[config.mk]
export PLATFORM = sky130hd
export DESIGN_NAME = vram_arbiter
export DESIGN_NICKNAME = d
export VERILOG_FILES = /design/src/rtl/vram_arbiter.sv
export SDC_FILE = /design/constraint.sdc
export NUM_CORES = 1
export LEC_CHECK = 0
export CAP_MARGIN = 5
export CORE_MARGIN = 2
export CORE_UTILIZATION = 25
export DETAILED_ROUTE_END_ITERATION = 16
export GPL_TIMING_DRIVEN = 0
export PLACE_DENSITY = 0.86
export SLEW_MARGIN = 20
export SYNTH_ARGS = -nofsm -noshare
export SYNTH_HDL_FRONTEND = slang
export SYNTH_SLANG_ARGS = --single-unit
[constraint.sdc]
create_clock -name clk -period 3 [get_ports clk]
set_input_delay 0.6 -clock clk [delete_from_list [all_inputs] [get_ports clk]]
set_output_delay 0.6 -clock clk [all_outputs]
set_load 0.05 [all_outputs]
[src/rtl/vram_arbiter.sv]
// Two-requester VRAM arbiter: the PPU fetch port has priority, and the CPU port
// gets a forced slot once it has lost STARVE_MAX consecutive cycles.
module vram_arbiter #(
    parameter int AW         = 15,
    parameter int STARVE_MAX = 4
) (
    input  logic          clk,
    input  logic          resetn,
    input  logic          ppu_req,
    input  logic [AW-1:0] ppu_addr,
    output logic          ppu_gnt,
    output logic          ppu_rvalid,
    output logic [7:0]    ppu_rdata,
    input  logic          cpu_req,
    input  logic          cpu_we,
    input  logic [AW-1:0] cpu_addr,
    input  logic [7:0]    cpu_wdata,
    output logic          cpu_ack,
    output logic          cpu_rvalid,
    output logic [7:0]    cpu_rdata,
    output logic          mem_ce,
    output logic          mem_oce,
    output logic          mem_wre,
    output logic [AW-1:0] mem_ad,
    output logic [7:0]    mem_din,
    input  logic [7:0]    mem_dout
);

    localparam logic [3:0] STARVE_LIM = 4'(STARVE_MAX);

    logic [3:0] starve_q, starve_d;
    logic [1:0] rd_owner_q, rd_owner_d;   // [1] = PPU, [0] = CPU
    logic       ppu_sel, cpu_sel;

    always_comb begin
        cpu_sel = resetn && cpu_req && (!ppu_req || (starve_q == STARVE_LIM));
        ppu_sel = resetn && ppu_req && !cpu_sel;
    end

    always_comb begin
        starve_d = starve_q;
        if (!cpu_req || cpu_sel) begin
            starve_d = '0;
        end else if (ppu_sel && (starve_q < STARVE_LIM)) begin
            starve_d = starve_q + 4'd1;
        end
        rd_owner_d = {ppu_sel, cpu_sel && !cpu_we};
    end

    always_ff @(posedge clk) begin
        if (!resetn) begin
            starve_q   <= '0;
            rd_owner_q <= '0;
        end else begin
            starve_q   <= starve_d;
            rd_owner_q <= rd_owner_d;
        end
    end

    assign ppu_gnt = ppu_sel;
    assign cpu_ack = cpu_sel;

    assign mem_ce  = ppu_sel | cpu_sel;
    assign mem_oce = 1'b1;
    assign mem_wre = cpu_sel && cpu_we;
    assign mem_ad  = cpu_sel ? cpu_addr : (ppu_sel ? ppu_addr : '0);
    assign mem_din = cpu_sel ? cpu_wdata : '0;

    // Read data returns one cycle after issue; route it to whoever issued it.
    assign ppu_rvalid = rd_owner_q[1];
    assign cpu_rvalid = rd_owner_q[0];
    assign ppu_rdata  = ppu_rvalid ? mem_dout : '0;
    assign cpu_rdata  = cpu_rvalid ? mem_dout : '0;

endmodule

; ---- Word level (Yosys, flattened, before mapping)
; Index checks and enable logic that the tools add are counted.
; Widths: inputs -> output; s select.
[totals]
out_inout_bits = 46
inputBits = 51
wordCells = 26
ff_bits = 6
[classes]
n_bitwise = 2
mux = 5
add_sub_neg = 1
eq_ne = 1
reduce_logical = 14
order_cmp = 1
[ops]
columns = operator, n
row1 = $mux 15, 2
row2 = $mux 8, 3
row3 = $logic_and 1x1->1, 7
row4 = $add 4x1->4 const B, 1
row5 = $eq 4x3->1 const B, 1
row6 = $logic_not 1->1, 4
row7 = $lt 4x3->1 const B, 1
row8 = $logic_or 1x1->1, 2
row9 = $reduce_or 2->1, 1
row10 = $not 1->1, 1
row11 = $or 1x1->1, 1

; ---- Depth between registers and ports, before layout
[depth]
word_depth = 7
depth_mapped = 6
ltp_nobuf = 5

; ---- Worst setup path before layout
; OpenSTA, ideal clock, no wires.
[synth_path]
kind = register to output
from = reg starve_q[0]
to = out mem_din[0]
n_path_buf = 1
stages_incl_launch_ff = 7
path_slack_ns = 0.773
t_arrival_ns = 1.627
required_ns = 2.400
path_cell_list = dfxtp_1 inv_1 ha_1 nand3b_2 a21oi_4 buf_6 and2_1
[synth_between]
elab_chain_len = 4
[synth_rtl]
columns = element, line_no
row1 = from (decl), 31  ; logic [3:0] starve_q, starve_d;
row2 = from (signal assigned), 55  ; starve_q <= starve_d;
row3 = $eq 4x3->1, 36  ; cpu_sel = resetn && cpu_req && (!ppu_req || (starve_q == STARVE_LIM));
row4 = $logic_or 1x1->1, 36
row5 = $logic_and 1x1->1, 36
row6 = via cpu_ack, 18  ; output logic cpu_ack,
row7 = $mux 8, 67  ; assign mem_din = cpu_sel ? cpu_wdata : '0;
row8 = to (decl), 25  ; output logic [7:0] mem_din,
; The timed path passes the listed nets, and every way through them passes these cells.

; ---- Worst setup path after layout
[layout_path]
from = in ppu_req
to = out ppu_gnt
[layout_between]
elab_chain_len = 5
word_cells_on_any_way = 6
classes_between = reduce/logical: 6
[layout_rtl]
columns = element, line_no
row1 = from (decl), 9  ; input logic ppu_req,
row2 = $logic_not 1->1, 36
row3 = $logic_or 1x1->1, 36
row4 = $logic_and 1x1->1, 36
row5 = $logic_not 1->1, 37  ; ppu_sel = resetn && ppu_req && !cpu_sel;
row6 = $logic_and 1x1->1 *, 37
row7 = to (decl), 11  ; output logic ppu_gnt,
; Every way passes the cells marked *; elsewhere a longest branch is shown, timed or not.

==> results.txt <==
Post-Route WL -> 2657 µm
Layout Nets -> 227
Max Cap Viol -> 0
GR met1 Demand/Resource -> 0.1541
HP Class -> flop to flop
Status -> complete, no violations
First-pass GRT wire length -> 3332 µm
Syn avg cell area -> 8.896 µm²
P_leak -> 0.6544 nW
Total CTS buffers -> 3
Yosys reg bits -> 6
Yosys cell types -> 21
Core Box Area -> 2477 µm²
Largest net degree at the start of global routing -> 11
PortBufs -> 95
Post-synthesis instance area -> 649.4 µm²
Reg clk slew, reported paths -> 40 ps
Gr busiest metal -> met2
Total number of H-tree levels -> 1
Number of fill cells -> 198
CTS tree -> built
Reg2reg start -> starve_q[0]
R2R setup slack -> 1590 ps
Worst slew pin tran -> 521.8 ps
P per Cell Area -> 239.5 nW/µm²
Area of the multi-input gates -> 476.7 µm²
GRT overflow -> 0
Final Setup Violations -> 0
Row cnt -> 18
Register area share after synthesis -> 0.1850
FF-to-FF path depth -> 6
Critical Path RT -> 2400 ps
Initial antenna violation count -> 0
Worst clock skew -> 1.264 ps
IO Count -> 97
DIE HEIGHT -> 54.97 µm
CP Capture Type -> output pin
Yosys warning total -> 0
Worst Setup EP -> ppu_gnt
DR WL/cell -> 13.15 µm
Gp weighted congestion -> 0.6494
Placed cell areas -> 1638 µm²
Syn Inst Count -> 73
Drt pass-1 iters -> 4
Vias in the first global route -> 770
Max Slew Vio Count -> 0
Final Hold Viols -> 0
DP HPWL -> 2346 µm
Met3 Use GR -> 0.06183
Sum Neg Setup Slack -> 0 ps
N_diodes -> 0
Critical path origin -> ppu_req
# DRC -> 0
Vias per std cell -> 4.515
Antenna viol nets, final -> 0
Initial Util -> 0.2621
Clk root buf -> clkbuf_4
Critical path type -> input port to output pin
Layout cells sized above 1 -> 0.2326
DRT iter0 DRCs -> 2
Layout area overhead -> 154.1%
Relative slew slack -> 0.6510
Tmin final -> 2950 ps
Non-Filler Cell Area, Final -> 1650 µm²
Data arrival, critical path -> 2350 ps
Syn_nets -> 126
Critical R2R Capture -> rd_owner_q[0]
Met2 Usage GRT -> 0.2996
Worst-path fanout max -> 10
GR Util All Layers -> 0.1522
Peak VDD IR -> 0.2209 mV
Setup crit start kind -> input port
Vias -> 912
Later-pin clock latency in the skew report -> 240 ps
Clock sinks -> 6
RSZ-0062 raised after global routing -> no
FMAX -> 339.0 MHz
DIE WIDTH -> 54.97 µm
Final Cycle Share -> 0.9834
Storage element area -> 120.1 µm²
Die area -> 3021 µm²
Clock buffer depth -> 2
layout by cell type (no fill, tap or decap), types with 2 or more instances in the layout:
| cell type | count |
|---|---|
| clkdlybuf4s15_2 | 14 |
| nor3_1 | 4 |
| clkbuf_4 | 3 |
| clkbuf_2 | 3 |
| ha_1 | 2 |
| inv_1 | 3 |
| clkdlybuf4s50_1 | 69 |
| dfxtp_1 | 6 |
| nand2_1 | 2 |
| and2_1 | 25 |
| clkdlybuf4s15_1 | 5 |
| buf_6 | 3 |
| buf_4 | 2 |
| buf_2 | 4 |
| a22o_2 | 6 |
| a22o_1 | 9 |
| a41oi_1 | 2 |
per-layer routing:
metal | vias to the layer above | share of wire
li1 | 460 | -
met1 | 396 | 0.34
met2 | 54 | 0.53
met3 | 2 | 0.13
met4 | 0 | 0.0019
met5 | - | 0
stage by stage:
step           setup WS (ps)   power, W  std cells  hold WS, ps  utilization
6_report               49.74  0.0003952        202        556.6       0.6662
4_1_cts                5.863  0.0004004        201        561.5       0.6758
3_3_place_gp          -342.3  0.0003306        198        523.4       0.6611
5_1_grt                8.140  0.0004165        202        605.6       0.6662
3_5_place_dp          -430.0  0.0003339        198        553.5       0.6611
2_1_floorplan          773.4  0.0002129         73        513.4            -
power by group:
group	leakage, nW	internal, W	switching (W)
clock	0.0138	0.0000451	0.0000271
sequential	0.0487	0.0000814	0.00000204
combinational	0.592	0.000110	0.000130
total	0.654	0.000236	0.000159
worst max-delay path, cell delays in order:
cell	delay (ps)
clkdlybuf4s50_1	630
nand2_2	120
a41oi_4	310
buf_6	190
clkdlybuf4s15_1	510
worst min-delay path by stage:
stage                     start           to  slack [ps]  depth (start not counted)
floorplan           starve_q[1]  starve_q[1]         510                          2
global placement    starve_q[1]  starve_q[1]         520                          2
detailed placement  starve_q[1]  starve_q[1]         550                          2
CTS                 starve_q[1]  starve_q[1]         560                          2
global route        starve_q[0]  starve_q[0]         610                          2
finish              starve_q[1]  starve_q[1]         560                          2
final cells by class:
class,instances,share of cell area
repair buffers,96,0.5701
well taps,30,0.02274
plain buffers,4,0.02502
multi-input cells,60,0.2889
flip-flops and latches,6,0.07278
clock buffers,3,0.01365
inverters,3,0.006823
cell usage after synthesis, drive strengths merged:
cell    number  area share
and2b        1       0.012
a22o        15        0.21
nand3b       1       0.017
conb         1      0.0058
xnor2        1       0.013
a41oi        3       0.069
nand2        3       0.021
buf          4       0.064
o21a         1       0.012
mux2i        1       0.015
and4bb       1       0.019
nor3         4       0.031
a21oi        1       0.025
and2        25        0.24
dfxtp        6        0.18
ha           2       0.039
inv          3       0.017
repair_timing:
item / in CTS / in global routing
resized for setup: 63 / 18
endpoints found under the setup margin: 26 / 18
buffers inserted: 0 / 1
hold buffers: 0 / 0
pin swaps: 0 / 0
sequential cells by signal (all words and copies together), names as in the netlist:
name	cells
rd_owner_q	2
starve_q	4
cell families after synthesis:
group | share of synthesized area
compound gates | 0.3199
xor+xnor | 0.01349
fa+ha+maj | 0.03853
buf+inv | 0.08092
flops | 0.1850
mux | 0.01541
other cells | 0.005775
simple gates | 0.3411
Note: power is estimated with default switching activity, not from simulation.
